[config.mk]
export PLATFORM = sky130hd
export DESIGN_NAME = arkhe_seed_arbiter
export DESIGN_NICKNAME = d
export VERILOG_FILES = /design/src/rtl/arkhe_seed_arbiter.sv
export SDC_FILE = /design/constraint.sdc
export NUM_CORES = 2
export LEC_CHECK = 0
export CAP_MARGIN = 40
export CORE_MARGIN = 2
export CORE_UTILIZATION = 43
export CTS_CLUSTER_DIAMETER = 50
export DETAILED_ROUTE_END_ITERATION = 10
export PLACE_DENSITY = 0.64
export REMOVE_ABC_BUFFERS = 1
export SLEW_MARGIN = 10
export SYNTH_ARGS = -nofsm -noshare
export SYNTH_HDL_FRONTEND = slang
export SYNTH_SLANG_ARGS = --single-unit
[constraint.sdc]
create_clock -name clk_100mhz -period 8.8 [get_ports clk_100mhz]
set_input_delay 1.76 -clock clk_100mhz [delete_from_list [all_inputs] [get_ports clk_100mhz]]
set_output_delay 1.76 -clock clk_100mhz [all_outputs]
set_load 0.02 [all_outputs]
[src/rtl/arkhe_seed_arbiter.sv]
// Two-entry seed buffer gated on acoustic coherence, delivered round-robin to NREQ consumers.
// A grant appears one cycle after level>=1 meets an eligible req; when the buffer is full, the incoming seed is dropped and counted.
module arkhe_seed_arbiter #(
    parameter int          NREQ         = 4,
    parameter logic [15:0] PHI_MIN      = 16'hD999,
    parameter logic [15:0] SEED_TIMEOUT = 16'd50000,
    parameter logic [15:0] STARVE_LIMIT = 16'd1024
) (
    input  logic            clk_100mhz,
    input  logic            rst,
    input  logic [255:0]    seed_in,
    input  logic            seed_in_valid,
    input  logic [63:0]     phi_in,
    input  logic [NREQ-1:0] req,
    output logic [NREQ-1:0] grant,
    output logic [255:0]    seed_out,
    output logic            seed_out_valid,
    output logic [1:0]      buffer_level,
    output logic            starve_alarm,
    output logic [15:0]     drop_count,
    output logic [15:0]     evict_count
);

    localparam int IW = (NREQ > 1) ? $clog2(NREQ) : 1;

    typedef enum logic [1:0] {IDLE, SERVE, STARVED} state_t;

    state_t          state, state_n;
    logic [255:0]    head, tail, head_n, tail_n;
    logic [15:0]     age, age_n, starve_cnt, starve_n;
    logic [IW-1:0]   last_grant, pick_idx, idx;
    logic [NREQ-1:0] elig;
    logic [1:0]      lvl_rem, lvl_n;
    logic            push, found, do_grant, evict, remove, accept, drop;
    logic            unused_phi;

    assign unused_phi = ^{phi_in[63:48], phi_in[31:0]};

    always_comb begin
        push     = seed_in_valid && (phi_in[47:32] > PHI_MIN);
        elig     = req & ~grant;
        found    = 1'b0;
        pick_idx = '0;
        idx      = '0;
        for (int i = 1; i <= NREQ; i++) begin
            idx = IW'((int'(last_grant) + i) % NREQ);
            if (!found && elig[idx]) begin
                found    = 1'b1;
                pick_idx = idx;
            end
        end
        do_grant = found && (buffer_level != 2'd0);
        // A grant always beats eviction of the same head.
        evict    = !do_grant && (buffer_level != 2'd0) && (age >= SEED_TIMEOUT);
        remove   = do_grant || evict;
        lvl_rem  = buffer_level - {1'b0, remove};
        accept   = push && (lvl_rem != 2'd2);
        drop     = push && !accept;
        lvl_n    = lvl_rem + {1'b0, accept};

        head_n = remove ? tail : head;
        tail_n = tail;
        if (accept) begin
            if (lvl_rem == 2'd0) head_n = seed_in;
            else                 tail_n = seed_in;
        end

        if (lvl_n == 2'd0 || remove || (accept && lvl_rem == 2'd0)) age_n = '0;
        else if (age != 16'hFFFF)                                   age_n = age + 16'd1;
        else                                                        age_n = age;

        if (req != '0 && buffer_level == 2'd0)
            starve_n = (starve_cnt != 16'hFFFF) ? starve_cnt + 16'd1 : starve_cnt;
        else
            starve_n = '0;

        state_n = state;
        case (state)
            IDLE:    if (lvl_n != 2'd0)                 state_n = SERVE;
                     else if (starve_n >= STARVE_LIMIT) state_n = STARVED;
            SERVE:   if (lvl_n == 2'd0)                 state_n = IDLE;
            STARVED: if (accept)                        state_n = SERVE;
            default:                                    state_n = IDLE;
        endcase
    end

    always_ff @(posedge clk_100mhz) begin
        if (rst) begin
            state          <= IDLE;
            head           <= '0;
            tail           <= '0;
            buffer_level   <= '0;
            age            <= '0;
            starve_cnt     <= '0;
            last_grant     <= IW'(NREQ - 1);
            grant          <= '0;
            seed_out       <= '0;
            seed_out_valid <= 1'b0;
            starve_alarm   <= 1'b0;
            drop_count     <= '0;
            evict_count    <= '0;
        end else begin
            state          <= state_n;
            head           <= head_n;
            tail           <= tail_n;
            buffer_level   <= lvl_n;
            age            <= age_n;
            starve_cnt     <= starve_n;
            grant          <= do_grant ? (NREQ'(1) << pick_idx) : '0;
            seed_out_valid <= do_grant;
            starve_alarm   <= (state_n == STARVED);
            if (do_grant) begin
                seed_out   <= head;
                last_grant <= pick_idx;
            end
            if (drop && drop_count != 16'hFFFF)   drop_count  <= drop_count + 16'd1;
            if (evict && evict_count != 16'hFFFF) evict_count <= evict_count + 16'd1;
        end
    end

endmodule

==> key figures <==
GRT
  – Number of global-route vias before repair: 31,000
  – Pin count of the biggest net entering global routing: roughly 220
  – First-pass GRT wire length: 175 mm
  – Global-route usage over all layers: 25.7%
  – Initial antenna violation count: 24
  – Total congestion overflow: 0

STA
  – Period utilisation layout: 64.9%
  – Slew headroom: 17.2%
  – Clock skew: between 0.04 and 0.05 ns
  – Min Hold Slack: 0.427 ns
  – Fin. Hold Viols: 0
  – Fmax achieved: 175 MHz
  – Setup violations, final: 0
  – Worst slew pin tran: between 1 and 1.5 ns
  – Fin crit period: 5.71 ns
  – Final Max Slew Viols: 0
  – RSZ-0062 raised after global routing: false

Worst hold path
  – Worst Hold Endpoint: seed_out[182]
  – Hold Path Depth: 2
  – Hold_sp: head[182]
  – Hold Crit Class: reg -> reg

Route
  – Initial detailed-routing violation count: approximately 2,800
  – DR pass1 iterations: 6
  – Detailed-route wire length per cell: 19.9 µm
  – Antenna Nets Post-Route: 0
  – WL final: 113 mm
  – Vias: roughly 33,000
  – Routed vias/inst: around 6
  – Drt drc: 0

Worst setup path
  – CP max-delay cell: buf_12
  – Critical path fanouts, max: 179
  – Cell Chain, Critical Path: clkdlybuf4s50_1 > nand2b_1 > nand4_1 > o21ai_4 > nand2_1 > ha_1 > xnor2_1 > nand3_4 > buf_12 > buf_4 > buf_16 > nor3_1 > a311oi_1
  – Crit path kind: in -> reg
  – Critical path capture point type: flip-flop
  – R2r setup slk: 3.81 ns
  – Startpoint Class: input port
  – Worst r2r src: buffer_level[1]
  – Required @ worst endpoint: 9.36 ns
  – WP data arrival: 6.26 ns
  – Slowest cell delay on critical path: 0.73 ns
  – Worst reg2reg endpoint: head[195]
  – Cell depth of the worst flop-to-flop path: 11

Layout
  – Share of cells above drive strength 1: 5.73%
  – Fin util: roughly 56%
  – Non-Filler Instances: 5,677
  – Synthesis-to-finish area growth: 27.7%
  – Commonest non-fill, non-tap cell in the layout: dfxtp_1
  – Most frequent cells in the layout: dfxtp_1 (844), clkdlybuf4s50_1 (572), nand2_1 (544)
  – NumNets Final: around 4,900

Clock tree
  – Htree depth: 3
  – Root Driver: clkbuf_16
  – Worst-path clk slew: 0.06 ns
  – Clk_lat worst skew: 0.67 ns
  – Post_cts resized: 0
  – CTS Hold Buffers Added: 0
  – TritonCTS Buffers: 105
  – CTS tree: done
  – Post-CTS Setup Inserts: 0
  – Clk buf depth: 3
  – Sink Count: 844

Yosys
  – Cell Area, Synth: 34,600 µm²
  – Register area share after synthesis: 48.9%
  – Flops & latches, synth: 844
  – FFs w/ async S/R, synth: 0%
  – Yosys cell types: 65
  – Synth warn: 0
  – Post-Syn Area per Cell: slightly above 8 µm²
  – Post-synth EDFFs: 0
  – Predominant post-synthesis flop cell: dfxtp_1
  – Mapped Cells: 4,264

Outcome
  – Outcome: completed

Flow run
  – Max Cap Violations: 0

Placed design
  – # placed instances: 5,463
  – HPWL Detailed: 61.4 mm
  – GPL Wtd Cong: 0.799
  – IO buf count: 573

Power
  – Pwr/cell area: 246 nW/µm²
  – Pwr Total: around 11 mW
  – Peak supply drop: 324 µV
  – Static Leak: approximately 14 nW

Floorplan
  – Die area: 82,600 µm²
  – CORE AREA: 79,300 µm²
  – Std-Cell Rows: 103
  – Die X: 287 µm
  – Initial Utilization: 43.6%
  – Die Y-Extent: between 200 and 300 µm
  – I/O pins: between 600 and 700
==> worst max path at each step <==
stage	startpoint	to	slack, ns	cells after the start
CTS	req[1]	head[57]	3.08	13
finish	req[1]	head[195]	3.09	13
global placement	req[1]	head[92]	2.25	12
floorplan	buffer_level[1]	head[0]	-15.18	7
global route	req[1]	head[237]	2.72	13
detailed placement	req[1]	head[224]	2.36	13
==> per-stage QoR <==
| stage | cell area [µm²] | TNS [ns] | setup WS, ns |
|---|---|---|---|
| 2_1_floorplan | 32500 | -8219.56 | -15.18 |
| 3_3_place_gp | 40100 | 0 | 2.25 |
| 3_5_place_dp | 40400 | 0 | 2.36 |
| 4_1_cts | 44100 | 0 | 3.08 |
| 5_1_grt | 44100 | 0 | 2.72 |
| 6_report | 44100 | 0 | 3.09 |
==> synth_stat cells, drive strengths merged, types with 2 or more instances <==
master     n  area, µm²
nor2      44        173
mux2i      6       60.1
and4       3       26.3
and3       8       51.3
a31oi      5       31.3
ha         7       87.6
clkbuf   287       1090
or4       14        109
o21ai    536       2690
nand2    545       2050
or3        9       61.3
a211oi     2       15.0
nor4      13       96.3
a211o      2       17.5
xnor2      7       61.3
o211ai     4       30.0
a311oi   257       2250
nand4     19        134
dfxtp    844      16900
a32o       2       20.0
xor2      11       96.3
a21oi    541       2710
and2       4       25.0
o41ai      2       17.5
a41oi      2       25.0
nor2b     14       87.6
a21o       2       15.0
nor3     283       1420
o31ai     11       82.6
or2        4       25.0
nand3    537       2690
nor3b      2       15.0
mux2      11        124
nand4b     2       17.5
nand2b     9       56.3
inv       16       60.1
o2111ai    4       47.6
buf      185        978
==> power breakdown <==
part           internal [mW]  switching, mW  leakage (nW)
sequential              4.10          0.148          6.81
combinational          0.567           1.51          4.92
clock                   2.72           1.78          1.78
total                   7.39           3.45          13.5
==> kinds of logic after synthesis <==
kind of cell	after synthesis	synth area share [%]
mux	17	0.532
buf+inv	488	6.16
compound gates	1375	23.2
xor+xnor	19	0.521
simple gates	1514	20.5
flops	844	48.9
fa+ha+maj	7	0.253
==> state kept, by name, indices dropped and copies added, names as in the netlist, 4 cells and up <==
signal       count
age             16
grant            4
drop_count      16
head           256
evict_count     16
tail           256
seed_out       256
starve_cnt      16
==> cell type report <==
cell class / count / area (µm²)
Antenna cell: 16 / 40.0
Clock buffer: 142 / 2970
Clock inverter: 55 / 734
Fill cell: 7421 / 35100
Inverter: 16 / 60.1
Multi-Input combinational cell: 2932 / 15600
Sequential cell: 844 / 16900
Tap cell: 1050 / 1310
Timing Repair Buffer: 622 / 6490
==> routing by layer <==
| metal | vias up | global-route usage [%] | wire length [µm] | share of wire [%] |
|---|---|---|---|---|
| met4 | 20 | 10.2 | 3650 | 3.2 |
| met1 | 16200 | 34.5 | 48400 | 43 |
| li1 | 16000 | - | - | - |
| met2 | 1067 | 40.1 | 52100 | 46 |
| met3 | 211 | 5.76 | 8480 | 7.5 |
| met5 | - | 0 | 138 | 0.12 |
==> critical path: cells and delay by family <==
family	cells	cell delay [ns]
AND/OR/NAND/NOR	5	1.34
adder cells (fa/ha/maj)	1	0.42
AO/OA/AOI/OAI	2	0.49
XOR/XNOR	1	0.22
buffers and inverters	4	1.92
Note: power is estimated with default switching activity, not from simulation.
